## src/rtl/alu.sv

```systemverilog
// Four-deep pipelined ALU: logic, shift, add/sub and split 36x36 multiply.
// Every opcode uses the same latency, so R and op_out stay aligned.
module alu #(
  parameter int WORD_WIDTH   = 36,
  parameter int OPCODE_WIDTH = 4
) (
  input  logic                    clock,
  input  logic                    reset_n,
  input  logic                    half_clock,
  input  logic [OPCODE_WIDTH-1:0] op_in,
  input  logic [WORD_WIDTH-1:0]   A,
  input  logic [WORD_WIDTH-1:0]   B,
  output logic [WORD_WIDTH-1:0]   R,
  output logic [OPCODE_WIDTH-1:0] op_out
);

  localparam int W  = WORD_WIDTH;
  localparam int OW = OPCODE_WIDTH;
  localparam int PW = 2 * W;
  localparam int HW = W / 2;
  localparam int LW = W - HW;

  localparam logic [OW-1:0] OP_XOR = OW'(0);
  localparam logic [OW-1:0] OP_AND = OW'(1);
  localparam logic [OW-1:0] OP_OR  = OW'(2);
  localparam logic [OW-1:0] OP_SRL = OW'(3);
  localparam logic [OW-1:0] OP_SRA = OW'(4);
  localparam logic [OW-1:0] OP_ADD = OW'(5);
  localparam logic [OW-1:0] OP_SUB = OW'(6);
  localparam logic [OW-1:0] OP_YES = OW'(7);
  localparam logic [OW-1:0] OP_MLO = OW'(8);
  localparam logic [OW-1:0] OP_MHI = OW'(9);

  typedef struct packed {
    logic [OW-1:0] op;
    logic [W-1:0]  a;
    logic [W-1:0]  b;
  } s1_t;

  typedef struct packed {
    logic [OW-1:0]   op;
    logic [W-1:0]    res;
    logic [HW+W-1:0] plo;
    logic [LW+W-1:0] phi;
  } s2_t;

  typedef struct packed {
    logic [OW-1:0] op;
    logic [W-1:0]  res;
    logic [PW-1:0] prod;
  } s3_t;

  typedef struct packed {
    logic [OW-1:0] op;
    logic [W-1:0]  res;
  } s4_t;

  s1_t s1_q;
  s2_t s2_d, s2_q;
  s3_t s3_d, s3_q;
  s4_t s4_d, s4_q;

  // Phase flag is not needed: every stage advances on every edge.
  logic unused_half_clock;
  assign unused_half_clock = half_clock;

  always_comb begin
    s2_d     = '0;
    s2_d.op  = s1_q.op;
    s2_d.plo = (HW + W)'(s1_q.a[HW-1:0]) * (HW + W)'(s1_q.b);
    s2_d.phi = (LW + W)'(s1_q.a[W-1:HW]) * (LW + W)'(s1_q.b);
    unique case (1'b1)
      (s1_q.op == OP_XOR): s2_d.res = s1_q.a ^ s1_q.b;
      (s1_q.op == OP_AND): s2_d.res = s1_q.a & s1_q.b;
      (s1_q.op == OP_OR):  s2_d.res = s1_q.a | s1_q.b;
      (s1_q.op == OP_SRL): s2_d.res = {1'b0, s1_q.a[W-1:1]};
      (s1_q.op == OP_SRA): s2_d.res = {s1_q.a[W-1], s1_q.a[W-1:1]};
      (s1_q.op == OP_ADD): s2_d.res = s1_q.a + s1_q.b;
      (s1_q.op == OP_SUB): s2_d.res = s1_q.a - s1_q.b;
      (s1_q.op == OP_YES): s2_d.res = s1_q.a;
      default:             s2_d.res = '0;
    endcase
  end

  always_comb begin
    s3_d      = '0;
    s3_d.op   = s2_q.op;
    s3_d.res  = s2_q.res;
    s3_d.prod = PW'(s2_q.plo) + (PW'(s2_q.phi) << HW);
  end

  always_comb begin
    s4_d    = '0;
    s4_d.op = s3_q.op;
    unique case (1'b1)
      (s3_q.op == OP_MLO): s4_d.res = s3_q.prod[W-1:0];
      (s3_q.op == OP_MHI): s4_d.res = s3_q.prod[PW-1:W];
      default:             s4_d.res = s3_q.res;
    endcase
  end

  always_ff @(posedge clock or negedge reset_n) begin
    if (!reset_n) begin
      s1_q   <= '0;
      s2_q   <= '0;
      s3_q   <= '0;
      s4_q   <= '0;
      R      <= '0;
      op_out <= '0;
    end else begin
      s1_q   <= '{op: op_in, a: A, b: B};
      s2_q   <= s2_d;
      s3_q   <= s3_d;
      s4_q   <= s4_d;
      R      <= s4_q.res;
      op_out <= s4_q.op;
    end
  end

endmodule

```

## config.mk

```make
export PLATFORM = sky130hd
export DESIGN_NAME = alu
export DESIGN_NICKNAME = d
export VERILOG_FILES = /design/src/rtl/alu.sv
export SDC_FILE = /design/constraint.sdc
export NUM_CORES = 2
export LEC_CHECK = 0
export ABC_AREA = 1
export CAP_MARGIN = 20
export CELL_PAD_IN_SITES_DETAIL_PLACEMENT = 1
export CELL_PAD_IN_SITES_GLOBAL_PLACEMENT = 1
export CORE_MARGIN = 3
export CORE_UTILIZATION = 50
export CTS_BUF_LIST = sky130_fd_sc_hd__clkbuf_4
export DETAILED_ROUTE_END_ITERATION = 7
export PLACE_DENSITY_LB_ADDON = 0.1
export SLEW_MARGIN = 10
export SYNTH_ARGS = -nofsm -noshare
export SYNTH_HDL_FRONTEND = slang
export SYNTH_SLANG_ARGS = --single-unit
```

## constraint.sdc

```tcl
create_clock -name clock -period 6.9 [get_ports clock]
set_clock_uncertainty 0.05 [all_clocks]
set_input_delay 1.38 -clock clock [delete_from_list [all_inputs] [get_ports clock]]
set_output_delay 1.38 -clock clock [all_outputs]
set_load 0.005 [all_outputs]
```

# Yosys cells after proc, flatten, opt, wreduce, memory -nomap -nowiden
# Index checks and enable logic that the tools add are counted.
[totals]
regBits = 416
in_bits = 79
output_inout_bits = 40
wordCells = 34
[op_classes]
add_sub_neg = 3
mul = 2
eq_ne = 9
mux = 2
bitwise_logic = 3
n_reduce_logical = 1
[op_table]
columns = ["op", "count"]
rows = [
  ["36-bit case mux with 8 select lines", 1],
  ["18-bit by 36-bit multiplier with 54-bit output", 2],
  ["54-bit by 72-bit adder with 72-bit output", 1],
  ["36-bit case mux with 2 select lines", 1],
  ["36-bit adder", 1],
  ["36-bit bitwise AND", 1],
  ["36-bit bitwise OR", 1],
  ["36-bit subtractor", 1],
  ["36-bit XOR", 1],
  ["4-bit by 3-bit == test with 1-bit output, second input constant", 4],
  ["4-bit by 2-bit == test with 1-bit output, second input constant", 2],
  ["4-bit == test, second input constant", 2],
  ["4-bit by 1-bit == test with 1-bit output, second input constant", 1],
  ["4-bit logical NOT", 1],
]

# Longest topological paths before layout
[depth]
ltp_word = 2
depth_mapped = 29
depth_no_buf = 27

# Worst setup path after synthesis
# Ideal clock, no wire load.
[synth_timing]
path_type = "reg2reg"
from = "reg s1_q[57] (netlist name)"
to = "reg s2_q[37] (netlist name)"
setup_ns = 0.127
arrival_ns = 5.479
t_required_ns = 6.723
path_slack_ns = 1.244
path_stages_with_launch = 24
n_path_buf = 2
synth_period_minus_slack_ns = 5.656
path_cell_list = "dfrtp_1 > clkbuf_1 > buf_1 > nand2_1 > fa_1 > inv_1 > fa_1 > inv_1 > fa_1 > inv_1 > fa_1 > fa_1 > inv_1 > fa_1 > inv_1 > ha_1 > nand2_1 > inv_1 > a21oi_1 > a21boi_0 > o21ai_1 > inv_1 > nand2_2 > xor2_2"
[synth_rtl]
columns = ["element", "line_no", "rtl"]
rows = [
  ["from (decl)", "58", "s1_t s1_q;"],
  ["from (signal assigned)", "111", "s1_q <= '{op: op_in, a: A, b: B};"],
  ["to (signal assigned)", "105", "s2_q <= '0;"],
  ["to (signal assigned)", "112", "s2_q <= s2_d;"],
  ["to (decl)", "59", "s2_t s2_d, s2_q;"],
]

==> insert_results.sql <==
INSERT INTO impl_metrics (metric_group, metric, value, unit) VALUES
('critical_path', 'path_delay_family', 'adder cells', ''),
('cts', 'tritoncts_num_sinks', '416', ''),
('synthesis', 'number_of_synthesized_flops_with_an_enable_pin', '0', ''),
('global_route', 'grt_first_pass_wirelength', '378000', 'um'),
('layout', 'area.growth.synth_to_final', '8.80', '%'),
('floorplan', 'core-area', '0.126', 'mm2'),
('sta', 'final_min_period_over_clock_period', '0.975', ''),
('sta', 'maxSlewViolCount', '0', ''),
('floorplan', 'x_dimension_of_the_die', '363', 'um'),
('sta', 'final_setup_fails', '0', ''),
('synthesis', 'ys.flop_type', 'dfrtp_1', ''),
('route', 'finalWirelength', '251000', 'um'),
('sta', 'worst_slew_margin_rel', '0.298', ''),
('floorplan', 'die_area', '0.132', 'mm2'),
('synthesis', 'cells_after_synth', '8268', ''),
('sta', 'timing.fmax', '149', 'MHz'),
('cts', 'buffer_cell_driving_the_clock_tree_root', 'clkbuf_4', ''),
('critical_path', 'critical_path.cell_chain', 'ha_1 > fa_1 > inv_1 > fa_1 > fa_1 > inv_1 > fa_1 > fa_1 > fa_1 > ha_1 > a21oi_1 > nand2_1 > a21oi_1 > o21ai_1 > nand2_1 > nand3_1 > nand2_1 > nand2_1', ''),
('flow_run', 'cap_violations', '0', ''),
('layout', 'final_net_count', '9973', ''),
('synthesis', 'post_synth_instance_area', '0.0639', 'mm2'),
('cts', 'cts_tree', 'yes', ''),
('route', 'vias', '55579', ''),
('cts', 'count_of_h_tree_levels_built_during_cts', '3', ''),
('sta', 'tightestPinTransition', '1050', 'ps'),
('placement', 'post-dp-hpwl', '208000', 'um'),
('global_route', 'global_route_total_usage_across_every_layer', '0.387', ''),
('floorplan', 'fp-row-count', '130', ''),
('cts', 'cts.path.max_buffers', '3', ''),
('sta', 'fin_crit', '6730', 'ps'),
('sta', 'timing.final.hold_violations', '0', ''),
('status', 'status', 'complete, no violations', ''),
('critical_path', 'timing.critical_path.slowest_stage_cell', 'dfrtp_1', ''),
('placement', 'place.port_buffers', '117', ''),
('cts', 'cts.repair.resized', '0', ''),
('route', 'remaining_drcs', '0', ''),
('floorplan', 'initial_core_utilization', '0.506', ''),
('cts', 'ctsHoldBuffers', '0', ''),
('synthesis', 'register_bit_count_reported_by_yosys', '416', ''),
('cts', 'clk_lat_worst_skew', '1130', 'ps'),
('critical_path', 'worst_setup_path_start_kind', 'register', ''),
('layout', 'layout.cells.most_common_list', 'nand2_1 (2337), inv_1 (2182), fa_1 (1090)', ''),
('critical_path', 'critical_path.most_common_cell', 'fa_1', ''),
('route', 'detail_route.iter0.violations', '4166', ''),
('critical_path', 'critical-path-max-stage-delay', '1040', 'ps'),
('critical_path', 'worstPathArrival', '7480', 'ps'),
('critical_path', 'path_max_fanout', '14', ''),
('floorplan', 'design.portCount', '119', ''),
('sta', 'fin_setup_tns', '0', 'ps'),
('synthesis', 'synth.avg_cell_area', '7.73', 'um2'),
('route', 'wl_per_cell', '24.7', 'um'),
('layout', 'fraction_of_final_layout_cells_sized_beyond_drive_strength_1', '0.0686', ''),
('floorplan', 'die_h', '363', 'um'),
('synthesis', 'synth.distinct_cells', '59', ''),
('synthesis', 'synth_async_sr_flop_share', '1.00', ''),
('synthesis', 'synthesis.nets', '9837', ''),
('sta', 'rsz0062_at_grt', 'false', ''),
('synthesis', 'synth-warning-count', '0', ''),
('global_route', 'maximum_number_of_pins_on_one_net_before_global_route_repair', '111', ''),
('layout', 'final_common_cell', 'nand2_1', ''),
('synthesis', 'synth-seq-area-share', '0.163', ''),
('placement', 'place.gp.congestion', '0.972', ''),
('route', 'avgViaCountPerCell', '5.48', ''),
('min_path', 'min_path_type', 'register to register', ''),
('critical_path', 'timing_worst_setup_path_type', 'register to register', ''),
('cts', 'post-cts-setup-buffers', '0', ''),
('critical_path', 'timing.critical_path.required', '7650', 'ps'),
('global_route', 'antenna_found_initial', '20', ''),
('global_route', 'grt.overflow.total', '0', ''),
('critical_path', 'critPathBufInv', '2', ''),
('cts', 'clk_transition_reported_paths', '70', 'ps'),
('cts', 'tritoncts_buffer_count', '110', ''),
('layout', 'filler_cell_count', '15793', ''),
('route', 'first_pass_iters', '6', ''),
('critical_path', 'critical_path.endpoint_type', 'register', ''),
('global_route', 'vias_in_the_first_global_route', '61803', ''),
('route', 'postRouteAntennaNets', '0', '');
## final timing paths
kind,from,cells after the start,slack [ps],to
min reg2reg,s4_q[35]$_DFF_PN0_,0,230,R[35]$_DFF_PN0_
min,s4_q[35]$_DFF_PN0_,0,230,R[35]$_DFF_PN0_
min in group asynchronous,reset_n,1,320,R[29]$_DFF_PN0_
max,s1_q[7]$_DFF_PN0_,18,170,s2_q[97]$_DFF_PN0_
max reg2reg,s1_q[7]$_DFF_PN0_,18,170,s2_q[97]$_DFF_PN0_
max in group asynchronous,reset_n,2,5030,s4_q[8]$_DFF_PN0_
## layer usage
metal | global-route usage | share of wire | vias to the layer above
met4 | 0.177 | 0.054 | 8
met2 | 0.598 | 0.44 | 2328
met1 | 0.522 | 0.41 | 28418
met5 | 0 | 0.00019 | -
li1 | - | - | 24236
met3 | 0.0897 | 0.090 | 589
## synthesized netlist by cell type, types with 5 or more instances
library cell  instances  area share
nand2_1            2337        0.14
inv_1              2182        0.13
fa_1               1090        0.34
dfrtp_1             416        0.16
ha_1                400       0.078
nor2_1              366       0.022
nand3_1             240       0.019
a21oi_1             234       0.018
buf_1               148      0.0087
o21ai_0             141       0.011
clkbuf_1            125      0.0073
xor2_1               98       0.013
nand4_1              73      0.0071
o21ai_1              41      0.0032
buf_2                38      0.0030
nand2_2              34      0.0033
inv_2                30      0.0018
nor2_2               29      0.0028
xnor2_1              28      0.0038
nor3_1               25      0.0020
o21bai_1             19      0.0022
a221oi_1             13      0.0018
o2111ai_1            13      0.0018
nand3_2              12      0.0019
o22ai_1              11      0.0011
or2_2                 9     0.00088
a211oi_1              8     0.00094
a21o_1                8     0.00094
a31oi_1               8     0.00078
nor2_4                8      0.0014
a21oi_2               7     0.00096
nand3b_1              7     0.00082
o211ai_1              7     0.00082
and3_1                6     0.00059
nand2_4               6      0.0011
nor3_2                5     0.00078
## flip-flops by register name (all words and copies together) (netlist names)
register and cells:
s2_q 148, s3_q 112, s1_q 76, s4_q 40, R 36, op_out 4
## cell type report
class                      instances  area (um2)  area share
tap                             1650        2060      0.0297
multi-input combinational       5320       43900       0.631
clock inverter                    30         194     0.00279
sequential                       416       10400       0.150
clock buffer                     163        1220      0.0176
timing repair buffer             341        3340      0.0481
inverter                        2215        8320       0.120
antenna                           10        25.0    0.000360
## cell families after synthesis
family,Yosys count,synth area share
buf+inv,2532,0.150
flops,416,0.163
fa+ha+maj,1490,0.420
simple gates,3170,0.202
xor+xnor,127,0.0175
compound gates,533,0.0472
## per-stage QoR
stage	instances	util	setup WS [ps]	hold slack [ps]	cell area [um2]
after global placement	9939	0.539	411	282	68000
after detailed placement	9940	0.539	350	286	68000
after CTS	10133	0.550	206	210	69400
after global routing	10139	0.550	19.9	220	69500
after floorplan	8268	-	1240	281	63900
final	10145	0.551	175	229	69500
## worst register-to-register path: stages, from the launching register on
cell	delay [ps]
dfrtp_1	1040
ha_1	440
fa_1	460
inv_1	90
fa_1	440
fa_1	520
inv_1	50
fa_1	560
fa_1	450
fa_1	460
ha_1	390
a21oi_1	320
nand2_1	270
a21oi_1	240
o21ai_1	140
nand2_1	160
nand3_1	90
nand2_1	70
nand2_1	160
Power is left out: the tool's default activity adds up to more than one toggle a clock period on the data nets, which glitch-free logic cannot reach.
